==> src/rtl/serial_msb_comparator.sv <==
// Bit-serial unsigned magnitude comparator: scans operands MSB first, one bit pair per clock,
// and stops at the first differing pair. Result flags are held until the next accepted start.
module serial_msb_comparator #(
  parameter int WIDTH = 8
) (
  input  logic             clk,
  input  logic             rst_n,
  input  logic             start,
  input  logic [WIDTH-1:0] a,
  input  logic [WIDTH-1:0] b,
  output logic             busy,
  output logic             done,
  output logic             LT,
  output logic             GT,
  output logic             EQ
);

  localparam int CW = $clog2(WIDTH + 1);

  typedef enum logic [1:0] {
    IDLE = 2'd0,
    SCAN = 2'd1,
    DONE = 2'd2
  } state_t;

  state_t           state_q, state_d;
  logic [WIDTH-1:0] sa_q, sa_d;
  logic [WIDTH-1:0] sb_q, sb_d;
  logic [CW-1:0]    cnt_q, cnt_d;
  logic             busy_q, busy_d;
  logic             done_q, done_d;
  logic             lt_q, lt_d;
  logic             gt_q, gt_d;
  logic             eq_q, eq_d;
  logic             msb_a, msb_b;

  assign msb_a = sa_q[WIDTH-1];
  assign msb_b = sb_q[WIDTH-1];

  always_comb begin
    state_d = state_q;
    sa_d    = sa_q;
    sb_d    = sb_q;
    cnt_d   = cnt_q;
    lt_d    = lt_q;
    gt_d    = gt_q;
    eq_d    = eq_q;
    case (state_q)
      IDLE: begin
        if (start) begin
          sa_d    = a;
          sb_d    = b;
          cnt_d   = CW'(WIDTH);
          lt_d    = 1'b0;
          gt_d    = 1'b0;
          eq_d    = 1'b0;
          state_d = SCAN;
        end
      end
      SCAN: begin
        if (msb_a && !msb_b) begin
          gt_d    = 1'b1;
          state_d = DONE;
        end else if (!msb_a && msb_b) begin
          lt_d    = 1'b1;
          state_d = DONE;
        end else if (cnt_q == CW'(1)) begin
          eq_d    = 1'b1;
          state_d = DONE;
        end else begin
          // Zero fill keeps exhausted positions equal, so they never decide the result.
          sa_d    = sa_q << 1;
          sb_d    = sb_q << 1;
          cnt_d   = cnt_q - CW'(1);
        end
      end
      DONE:    state_d = IDLE;
      default: state_d = IDLE;
    endcase
    busy_d = (state_d == SCAN);
    done_d = (state_d == DONE);
  end

  always_ff @(posedge clk or negedge rst_n) begin
    if (!rst_n) begin
      state_q <= IDLE;
      sa_q    <= '0;
      sb_q    <= '0;
      cnt_q   <= '0;
      busy_q  <= 1'b0;
      done_q  <= 1'b0;
      lt_q    <= 1'b0;
      gt_q    <= 1'b0;
      eq_q    <= 1'b0;
    end else begin
      state_q <= state_d;
      sa_q    <= sa_d;
      sb_q    <= sb_d;
      cnt_q   <= cnt_d;
      busy_q  <= busy_d;
      done_q  <= done_d;
      lt_q    <= lt_d;
      gt_q    <= gt_d;
      eq_q    <= eq_d;
    end
  end

  assign busy = busy_q;
  assign done = done_q;
  assign LT   = lt_q;
  assign GT   = gt_q;
  assign EQ   = eq_q;

endmodule

==> config.mk <==
export PLATFORM = sky130hd
export DESIGN_NAME = serial_msb_comparator
export DESIGN_NICKNAME = d
export VERILOG_FILES = /design/src/rtl/serial_msb_comparator.sv
export SDC_FILE = /design/constraint.sdc
export NUM_CORES = 1
export LEC_CHECK = 0
export CAP_MARGIN = 15
export CORE_MARGIN = 2
export CORE_UTILIZATION = 45
export CTS_CLUSTER_SIZE = 8
export DETAILED_ROUTE_END_ITERATION = 10
export DONT_BUFFER_PORTS = 1
export SETUP_SLACK_MARGIN = 0.15
export SYNTH_ARGS = -nofsm -noshare
export SYNTH_HDL_FRONTEND = slang
export SYNTH_SLANG_ARGS = --single-unit
export TNS_END_PERCENT = 10
==> constraint.sdc <==
create_clock -name clk -period 1.4 [get_ports clk]
set_input_delay 0.28 -clock clk [delete_from_list [all_inputs] [get_ports clk]]
set_output_delay 0.28 -clock clk [all_outputs]
set_load 0.02 [all_outputs]
**After elaboration in Yosys (flattened, before gate mapping)**

Index checks and enable logic that the tools add are counted.

- Logic and storage cells: 61
- Register bits after elaboration: 27
- Output and inout bits: 5

- Muxes and demuxes: 30
- Reductions and logical operators: 10
- Equal/unequal tests: 11
- $add $sub $neg: 1

Operator list:

| cell | number |
|---|---|
| $mux 8 | 8 |
| $pmux 8 s2 | 2 |
| $mux 4 | 4 |
| $ne 2x2->1 const B | 7 |
| $reduce_and 5->1 | 2 |
| $mux 2 | 4 |
| $pmux 4 s2 | 1 |
| $mux 1 | 7 |
| $pmux 1 s2 | 3 |
| $eq 2x1->1 const B | 2 |
| $eq 4x1->1 const B | 1 |
| $pmux 2 s2 | 1 |
| $reduce_and 4->1 | 1 |
| $sub 4x1->4 const B | 1 |
| $reduce_and 3->1 | 1 |
| $eq 2x2->1 const B | 1 |
| $logic_and 1x1->1 | 2 |
| $logic_not 1->1 | 2 |
| $logic_not 2->1 | 1 |
| $reduce_bool 2->1 | 1 |

**Logic depth before layout (Yosys ltp)**

- Depth in word-level cells: 6
- Mapped depth: 6
- Depth with buffers taken out: 5

**Worst setup path before layout**

No wires, ideal clock.

- Path type: flip-flop to flip-flop
- From: reg cnt_q[1]
- To: reg sb_q[2]
- Path buffers: 1
- Data arrival time: 1371 ps
- Slack: -116 ps
- Required time: 1254 ps
- Period minus slack after synthesis: 1516 ps
- Cell stages (with the launch flop): 7
- Cells stage by stage: dfrtp_1 -> inv_1 -> ha_1 -> or3b_1 -> nand3_2 -> buf_4 -> a22oi_1

- Cells in the longest elaborated chain, start to end: 3

Ends and longest elaborated chain:

| what | RTL line | text |
|---|---|---|
| start, declared | 29 | `logic [CW-1:0] cnt_q, cnt_d;` |
| start signal, assigned | 99 | `cnt_q <= cnt_d;` |
| $eq 4x1->1 | 67 | `end else if (cnt_q == CW'(1)) begin` |
| $ne 2x2->1 (no source line) | n/a |  |
| $reduce_and 5->1 (no source line) | n/a |  |
| end signal, assigned | 88 | `sb_q <= '0;` |
| end signal, assigned | 98 | `sb_q <= sb_d;` |
| end, declared | 28 | `logic [WIDTH-1:0] sb_q, sb_d;` |

Every way passes these cells.
A chain may end at the register's enable or synchronous reset.

**Final worst setup path**

- From: reg cnt_q[1]
- To: reg cnt_q[1]

- Cells in the longest elaborated chain, start to end: 5
- Elaborated cells between the ends (all ways): 8

Ends and longest elaborated chain:

| what | RTL line | text |
|---|---|---|
| $sub 4x1->4 | 74 | `cnt_d = cnt_q - CW'(1);` |
| $mux 4 | 67 |  |
| $mux 4 | 64 | `end else if (!msb_a && msb_b) begin` |
| $mux 4 | 61 | `if (msb_a && !msb_b) begin` |
| $pmux 4 s2 | 48 | `case (state_q)` |

Several ways; a longest one is shown, not always the timed one. The select of a mux whose other input is x is not followed.

==> results.cfg <==
[die]
die_width_um = 59.8
row_count = 20
pin_count = 24
die-area_um2 = 3580
initial_core_util_pct = 46.7
core-area_um2 = 3000
fp.dieH_um = 59.8

[setup_path]
start_kind = register
rrSetupSlack_ns = -0.14
path_max_fanout = 3
worstPathArrival_ns = 1.80
crit_slowest_cell = dfrtp_1
crit_path_cell_trace = inv_2, ha_4, nor3b_4, buf_6, nor3_4, buf_6, o31ai_4
critical_path_required_ns = 1.66
endpoint_kind = register
rr_startpoint = cnt_q[1]$_DFFE_PN0P_
max_stage_delay_ns = 0.43
critPathMostFrequentCell = buf_6
rr_worst_depth = 7
path_class = register to register
timing.rr.end = cnt_q[1]$_DFFE_PN0P_

[drt]
num_vias = 1036
wire_per_inst_um = 18.2
first_pass_iters = 6
drt-vias-per-instance = 5.92
drtIter0Drc = 73
drc_errors = 0
ant_nets = 0
wirelength_um = 3180

[status]
status = finished with violations
violations = negative setup slack

[yosys]
syn_area_um2 = 1400
synth_top_area_cell = dfrtp_1
synth.avg_cell_area_um2 = 11.8
ys.flop_type = dfrtp_1
ys_warn_count = 0
ys_async_sr_fraction_pct = 100
synth_seq_cells = 27
yosysSeqAreaShare_pct = 48.2
synth_top_area_share_pct = 48.2
synth_area_leaders = dfrtp_1 48%, mux2i_1 11%, a22oi_2 7.1%
synth_edf_count = 0
synth_nets = 140
synthDistinctLibCells = 35
synthCells = 119

[sta]
tightest_slew_ns = 0.324
fin_setup_tns_ns = -1.69
rsz0062_at_grt = true
fmax_mhz = 650
finalHoldViolCount = 0
fin_skew_ns = 0.00866
final.period_utilization_pct = 110
final-setup-viol-count = 22
finalMaxSlewViolations = 0
period_minus_slack_ns = 1.54
slew_headroom_pct = 78.4
setup_ws_ns = -0.139

[grt]
grt.met1_usage_pct = 24.1
grt_max_degree = 28
grt_pass1_vias = 1098
grt-ovfl-total = 0
grtUsageMet2_pct = 31.8
grt_usage_pct = 19.1
grt_pass1_wl_um = 5130
grtUsageMet3_pct = 4.33
antenna_found_initial = 0
top_usage_layer = met2

[min_path]
worstHoldStart = b[0]
min_path_cells = 2
min_to = sb_q[0]$_DFFE_PN0P_
hp-class = input pin to register

[clock_network]
clkTransAtPathRegs_ns = 0.16
cts_htree_levels = 1
cts_made_buffers = 3
clk_latency_ns = 0.33
clock-sinks = 27
clockBufferDepth = 2
cts_root_buf = clkbuf_4
cts_tree = built

[place]
gp_congestion = 0.865
numPortBuffers = 0
dpl.hpwl_um = 2120
dpl_cell_area_um2 = 1590

[power_and_ir_drop]
seqPwrFrac_pct = 33.3
total_power_mw = 4.56
peakVddDrop_mv = 1.05
p_sw_share_pct = 41.8
combPwrFrac_pct = 59.0
p_leak_nw = 0.749
netSwitchingPower_mw = 1.90
powerDensity_nw_per_um2 = 2530
p_clk_share_pct = 7.7
p_int_mw = 2.65

[cells_and_area]
drive_gt1_share_pct = 43.7
layout_common_cells = 24 x dfrtp_1, 16 x buf_4, 15 x mux2i_1
antenna_cells = 0
finish.instance_area_um2 = 1800
final_nets = 164
fin_util_pct = 59.9
synthToLayoutAreaGrowth_pct = 28.4
layout_commonest_cell = dfrtp_1

[run]
drv_cap = 0
## logic make-up (layout without fill, tap and decap cells)
family,Yosys count,after routing,synth area share [%]
compound gates,27,27,17.8
fa+ha+maj,2,2,1.79
flops,27,27,48.2
buf+inv,11,34,4.73
simple gates,34,34,13.8
xor+xnor,2,2,2.32
mux,16,16,11.4
## through the flow
stage | std cells | worst slack, ns | hold slack, ns
6_report | 175 | -0.139 | 0.0776
2_1_floorplan | 119 | -0.0889 | -0.0156
3_5_place_dp | 165 | -0.115 | -0.0148
3_3_place_gp | 165 | -0.0752 | -0.0149
5_1_grt | 175 | -0.210 | 0.0642
4_1_cts | 175 | -0.0824 | 0.0795
## metal layers
metal	vias to the layer above	share of wire [%]	wire length, um
met1	513	44	1390
met5	-	0	0
met2	31	50	1600
met4	0	1.8	57
met3	7	3.9	123
li1	485	-	-
## power groups by stage
| stage | sequential (mW) | clock [mW] | combinational [mW] |
|---|---|---|---|
| CTS | 1.51 | 0.354 | 2.50 |
| detailed placement | 1.51 | 0 | 2.23 |
| global placement | 1.49 | 0 | 2.18 |
| floorplan | 1.44 | 0 | 1.56 |
| finish | 1.52 | 0.352 | 2.69 |
| global route | 1.56 | 0.410 | 2.91 |
## cell type report
type / count / area (um2)
clock buffers: 3 / 22.5
clock inverters: 1 / 5.00
fillers: 246 / 1200
inverters: 4 / 15.0
multi-input cells: 81 / 769
flip-flops and latches: 27 / 679
well taps: 33 / 41.3
repair buffers: 26 / 267
## worst max-delay path by stage
| stage | startpoint | to | slack, ns | cells past startpoint |
|---|---|---|---|---|
| 2_1_floorplan | cnt_q[0]$_DFFE_PN0P_ | sa_q[7]$_DFFE_PN0P_ | -0.09 | 5 |
| 3_3_place_gp | cnt_q[0]$_DFFE_PN0P_ | sa_q[6]$_DFFE_PN0P_ | -0.08 | 5 |
| 3_5_place_dp | cnt_q[1]$_DFFE_PN0P_ | cnt_q[1]$_DFFE_PN0P_ | -0.12 | 7 |
| 4_1_cts | cnt_q[0]$_DFFE_PN0P_ | EQ$_DFFE_PN0P_ | -0.08 | 6 |
| 5_1_grt | cnt_q[1]$_DFFE_PN0P_ | cnt_q[1]$_DFFE_PN0P_ | -0.21 | 7 |
| 6_report | cnt_q[1]$_DFFE_PN0P_ | cnt_q[1]$_DFFE_PN0P_ | -0.14 | 7 |
## worst max-delay path, delay by kind of cell, from the launching register on
family                     cells  cell delay [ns]
buffers and inverters          3             0.38
AOI/OAI and AO/OA              1             0.16
DFF                            1             0.43
adders and majority gates      1             0.13
and+or+nand+nor                2             0.36
## cells in the mapped netlist, drive strengths merged, types with 2 or more instances
library cell and count:
ha 2, nand2b 2, dfrtp 27, mux2i 16
nor3 3, a22oi 13, nand2 3, a32o 2
nor3b 3, buf 6, o31ai 3, nand3 3
o21ai 4, or3b 2, nor2 13, inv 4
a21oi 2
## sequential cells by signal (all words and copies together) (netlist names)
name,count
EQ,1
GT,1
LT,1
busy,1
cnt_q,4
done,1
sa_q,8
sb_q,8
state_q,2
## repair_timing
item | in CTS | in global routing
setup endpoints to repair | 26 | 26
pin swaps | 7 | 3
resized for setup | 14 | 11
buffers inserted | 4 | 0
endpoints found under the hold margin | 27 | 0
hold buffers | 2 | 0
(Power assumes the default switching activity.)
